==> src/rtl/sram_mem_ctrl.sv <==
`default_nettype none
// ============================================================================
// Module   : sram_mem_ctrl
// Desc     : MEM-stage controller splitting 32-bit loads/stores into two
//            halfword accesses on a 16-bit asynchronous SRAM.
//            Optional address range check: SRAM_MEM_CTRL_ADDR_CHECK_EN
// Revision : 1.0
// ============================================================================
module sram_mem_ctrl #(
  parameter int WAIT_CYCLES = 5,
  parameter int BASE_ADDR   = 1024
) (
  input  logic        clk,
  input  logic        rst_n,
  input  logic        rd_en,
  input  logic        wr_en,
  input  logic [31:0] address,
  input  logic [31:0] write_data,
  output logic [31:0] read_data,
  output logic        ready,
  output logic [17:0] sram_addr,
  output logic [15:0] sram_dq_out,
  input  logic [15:0] sram_dq_in,
  output logic        sram_dq_oe,
  output logic        sram_we_n
`ifdef SRAM_MEM_CTRL_ADDR_CHECK_EN
  ,
  output logic        addr_err
`endif
);

  localparam int                 c_CNT_W = $clog2(WAIT_CYCLES + 1);
  localparam logic [c_CNT_W-1:0] c_LAST  = c_CNT_W'(WAIT_CYCLES - 1);
  localparam logic [c_CNT_W-1:0] c_ONE   = c_CNT_W'(1);
  localparam logic [31:0]        c_BASE  = 32'(BASE_ADDR);

  typedef enum logic [1:0] {
    S_IDLE = 2'd0,
    S_LOW  = 2'd1,
    S_HIGH = 2'd2,
    S_DONE = 2'd3
  } state_t;

  state_t             r_state;
  logic [c_CNT_W-1:0] r_cnt;
  logic               r_is_wr;
  logic [16:0]        r_idx;
  logic [31:0]        r_wdata;
  logic [31:0]        r_rdata;
  logic [17:0]        r_addr;
  logic [15:0]        r_dq_out;
  logic               r_dq_oe;
  logic               r_we_n;

  logic [16:0]        w_idx;
  logic [c_CNT_W-1:0] w_cnt_inc;
  logic               w_last;
  logic               w_req;
  logic               w_addr_bad;

  assign w_req     = rd_en | wr_en;
  assign w_idx     = 17'((address - c_BASE) >> 2);
  assign w_cnt_inc = r_cnt + c_ONE;
  assign w_last    = (r_cnt == c_LAST);

`ifdef SRAM_MEM_CTRL_ADDR_CHECK_EN
  logic r_addr_err;

  assign w_addr_bad = (address < c_BASE) || (address[1:0] != 2'b00) ||
                      ((address - c_BASE) >= 32'h0008_0000);
  assign addr_err   = r_addr_err;
`else
  assign w_addr_bad = 1'b0;
`endif

  always_ff @(posedge clk or negedge rst_n) begin
    if (!rst_n) begin
      r_state  <= S_IDLE;
      r_cnt    <= '0;
      r_is_wr  <= 1'b0;
      r_idx    <= '0;
      r_wdata  <= '0;
      r_rdata  <= '0;
      r_addr   <= '0;
      r_dq_out <= '0;
      r_dq_oe  <= 1'b0;
      r_we_n   <= 1'b1;
`ifdef SRAM_MEM_CTRL_ADDR_CHECK_EN
      r_addr_err <= 1'b0;
`endif
    end else begin
      case (r_state)
        S_IDLE: begin
          if (w_req) begin
            r_is_wr <= wr_en;
            r_idx   <= w_idx;
            r_wdata <= write_data;
            if (w_addr_bad) begin
              r_state <= S_DONE;
`ifdef SRAM_MEM_CTRL_ADDR_CHECK_EN
              r_addr_err <= 1'b1;
`endif
            end else begin
              // Outputs are registered, so the low-half bus values are set up on entry
              r_state  <= S_LOW;
              r_cnt    <= '0;
              r_addr   <= {w_idx, 1'b0};
              r_dq_out <= write_data[15:0];
              r_dq_oe  <= wr_en;
              r_we_n   <= ~wr_en;
            end
          end
        end

        S_LOW: begin
          if (w_last) begin
            r_state  <= S_HIGH;
            r_cnt    <= '0;
            r_addr   <= {r_idx, 1'b1};
            r_dq_out <= r_wdata[31:16];
            r_we_n   <= ~r_is_wr;
            if (!r_is_wr) r_rdata[15:0] <= sram_dq_in;
          end else begin
            r_cnt  <= w_cnt_inc;
            r_we_n <= ~r_is_wr | (w_cnt_inc == c_LAST);
          end
        end

        S_HIGH: begin
          if (w_last) begin
            r_state <= S_DONE;
            r_cnt   <= '0;
            r_dq_oe <= 1'b0;
            r_we_n  <= 1'b1;
            if (!r_is_wr) r_rdata[31:16] <= sram_dq_in;
          end else begin
            r_cnt  <= w_cnt_inc;
            r_we_n <= ~r_is_wr | (w_cnt_inc == c_LAST);
          end
        end

        S_DONE: begin
          r_state <= S_IDLE;
`ifdef SRAM_MEM_CTRL_ADDR_CHECK_EN
          r_addr_err <= 1'b0;
`endif
        end

        default: r_state <= S_IDLE;
      endcase
    end
  end

  // The stall must drop in the completing cycle so the pipeline advances there
  assign ready       = ~w_req | (r_state == S_DONE);
  assign read_data   = r_rdata;
  assign sram_addr   = r_addr;
  assign sram_dq_out = r_dq_out;
  assign sram_dq_oe  = r_dq_oe;
  assign sram_we_n   = r_we_n;

endmodule
`default_nettype wire

==> config.mk <==
export PLATFORM = sky130hd
export DESIGN_NAME = sram_mem_ctrl
export DESIGN_NICKNAME = d
export VERILOG_FILES = /design/src/rtl/sram_mem_ctrl.sv
export SDC_FILE = /design/constraint.sdc
export NUM_CORES = 1
export LEC_CHECK = 0
export BUFFER_PORTS_ARGS = -buffer_cell sky130_fd_sc_hd__buf_2
export CAP_MARGIN = 40
export CORE_ASPECT_RATIO = 0.8
export CORE_MARGIN = 8
export CORE_UTILIZATION = 51
export DETAILED_ROUTE_END_ITERATION = 8
export PLACE_DENSITY = 0.84
export SLEW_MARGIN = 5
export SYNTH_ARGS = -nofsm -noshare
export SYNTH_HDL_FRONTEND = slang
export SYNTH_SLANG_ARGS = --single-unit
==> constraint.sdc <==
create_clock -name clk -period 2.2 [get_ports clk]
set_input_delay 0.22 -clock clk [delete_from_list [all_inputs] [get_ports clk]]
set_output_delay 0.22 -clock clk [all_outputs]
set_load 0.01 [all_outputs]
==> impl_metrics.toml <==
[worst_setup_path]
worstSetupStartpointType = "flip-flop"
crit_fanout = 40
critPathArrivalTime_ps = 2180
critPathBufInv = 3
path_cells = "inv_1 -> ha_2 -> buf_4 -> a22o_2 -> buf_4 -> o21ai_0"
cpPeakStageDelay_ps = 410
critical-path-slowest-cell = "dfrtp_1"
crit_type = "flip-flop to flip-flop"
cp_top_family = "buffers and inverters"
r2r_end = "sram_addr[10]"
crit_top_cell = "buf_4"
reg2reg_from = "r_state[1]"
required_ps = 2410
r2r_slack_ps = 230
reg2reg_depth = 6
endpoint_kind = "flip-flop"

[hold_path]
min_path_cells = 2
min_to = "r_wdata[19]"
hp-class = "input port to flip-flop"
holdCritStartpoint = "write_data[19]"

[route]
post-route-drc-count = 0
drt_iter0_markers = 141
wirelength_um = 10690
vias = 3362
dr.pass1.iters = 5
vias_per_cell = 5.261
wl_per_cell_um = 16.73
ant_nets = 0

[finish]
fin_nets = 612
fill_cells = 684
multiInputGateArea_mm2 = 0.001871
mostFrequentLayoutCells = "buf_2, dfrtp_1, mux2_2, nand2_1, o21ai_0"
area_delta_synth_final_pct = 24.43
antennaDiodeCount = 0
register_area_mm2 = 0.002679
layout_commonest_cell = "buf_2"
layout.cells.non_filler = 639
finalInstanceArea_mm2 = 0.005806
drive_gt1_share_pct = 44.27

[clocking]
hold_buffers = 1
cts_buffers = 9
cts-root-buf = "clkbuf_16"
cts_tree = "done"
path_clk_slew_ps = 70
clock_sinks = 107
cts-htree-levels = 3
cts_resized = 0
post_cts_buffers = 0
insertion_delay_ps = 340
cts_buffer_depth = 2

[power_and_ir_drop]
power.switching_mw = 3.274
intPower_mw = 5.658
peakVddDrop_v = 0.0009321
p_clk_share_pct = 18.5
leakage_nw = 2.789
power_mw = 8.932
combPwrFrac_pct = 42.1
pwr_density_cell_mw_per_mm2 = 1538
sw_frac_of_total_pct = 36.66
sequentialPowerShare_pct = 39.4

[sta]
skew_ps = 9.881
fin_setup_tns_ps = 0
drv_slew = 0
setup_viol = 0
relSlewSlack_pct = 67.85
setup_ws_ps = 230.9
tightest_slew_ps = 481.2
hold_viol_final = 0
max_freq_mhz = 507.8
rsz0062_at_grt = "no"
min_period_ps = 1969
final.period_utilization_pct = 89.51

[logic_synthesis]
synthFlopType = "dfrtp_1"
synth.distinct_cells = 40
netlist.area_leader.share_pct = 56.85
ys_seq_area_share_pct = 57.41
yosys.area.top_type = "dfrtp_1"
syn_nets = 473
ys_warn_count = 0
synth-seq-cells = 107
async_flop_share_pct = 100.0
syn_inst = 380
synth.avg_cell_area_um2 = 12.28
synthTopCellsByArea = "dfrtp_1, mux2_2, mux2i_1"
synth_edf_count = 0
syn_area_mm2 = 0.004666

[global_route]
grt_max_degree = 76
grt_pass1_wl_um = 17210
grt_overflow_total = 0
antenna_found_initial = 0
grt_pass1_vias = 3580
track_usage_pct = 17.50

[die]
io_pins = 153
die_h_um = 101.6
die-area_mm2 = 0.01248
die_x_um = 122.9
coreArea_mm2 = 0.008960
initial_core_util_pct = 52.07
num_rows = 31

[placement]
post_dp_cell_area_mm2 = 0.005484
hpwl_um = 7890
preCtsSetupSlack_ps = 214.5
port_buffers = 137
dp.cells = 622
gp_congestion = 0.8031

[outcome]
status = "finished, final reports clean"

[flow_run]
max-cap-violations = 0
-- synthesized netlist by cell type (all sizes together), types with 4 or more instances --
cell / count
o21ai: 42
ha: 9
dfrtp: 106
o211ai: 4
inv: 8
nand2: 52
nor2: 11
buf: 15
xnor2: 4
mux2: 58
mux2i: 25
nand3: 6
a21oi: 5
-- sequential cells by signal, indices dropped and copies added (netlist names) --
signal,flops
sram_dq_out,16
sram_addr,18
sram_we_n,1
r_is_wr,1
r_cnt,3
read_data,32
r_state,2
r_wdata,16
r_idx,17
sram_dq_oe,1
-- power by group through the flow --
stage	clock network [mW]	logic, mW	registers, mW
finish	1.65	3.76	3.52
global route	1.76	4.17	3.65
CTS	1.70	3.82	3.52
detailed placement	0	3.81	3.55
global placement	0	3.67	3.46
floorplan	0	2.19	3.76
-- layout make-up --
class / instances / share of cell area [%]
flip-flops and latches: 107 / 46.14
multi-input cells: 247 / 32.22
repair buffers: 146 / 13.28
clock buffers: 10 / 4.116
well taps: 115 / 2.478
clock inverters: 6 / 1.250
inverters: 8 / 0.5172
-- how the worst max path moves through the flow --
| stage | from | end | cells after the start |
|---|---|---|---|
| 2_1_floorplan | r_state[0] | sram_addr[12] | 6 |
| 3_3_place_gp | r_state[0] | sram_addr[12] | 5 |
| 3_5_place_dp | r_state[1] | sram_dq_out[1] | 6 |
| 4_1_cts | r_state[1] | sram_addr[10] | 6 |
| 5_1_grt | r_state[1] | sram_dq_out[1] | 6 |
| 6_report | r_state[1] | sram_addr[10] | 6 |
-- logic make-up (layout without fill, tap and decap cells) --
| group | after synthesis | in the layout | share of synthesized area [%] |
|---|---|---|---|
| multiplexers | 83 | 83 | 19.36 |
| AND/OR/NAND/NOR | 84 | 84 | 8.501 |
| adder cells (fa/ha/maj) | 9 | 9 | 2.414 |
| buffers and inverters | 26 | 170 | 2.735 |
| AO/OA/AOI/OAI | 64 | 64 | 8.260 |
| flip-flops | 107 | 107 | 57.41 |
| XOR/XNOR | 7 | 7 | 1.314 |
-- per-stage QoR --
| stage | util [%] | hold slack, ps |
|---|---|---|
| floorplan | - | -75.59 |
| global placement | 61.21 | 178.1 |
| detailed placement | 61.21 | 190.2 |
| CTS | 64.80 | 87.63 |
| global route | 64.80 | 87.56 |
| finish | 64.80 | 101.3 |
-- layer usage --
| layer | up-vias | GRT usage [%] | part of all wire [%] |
|---|---|---|---|
| li1 | 1604 | - | - |
| met1 | 1624 | 20.27 | 40 |
| met2 | 124 | 28.74 | 48 |
| met3 | 10 | 7.855 | 11 |
| met4 | 0 | 5.047 | 1.1 |
| met5 | - | 0 | 0 |
No activity file was read; power rests on OpenSTA's default activity.
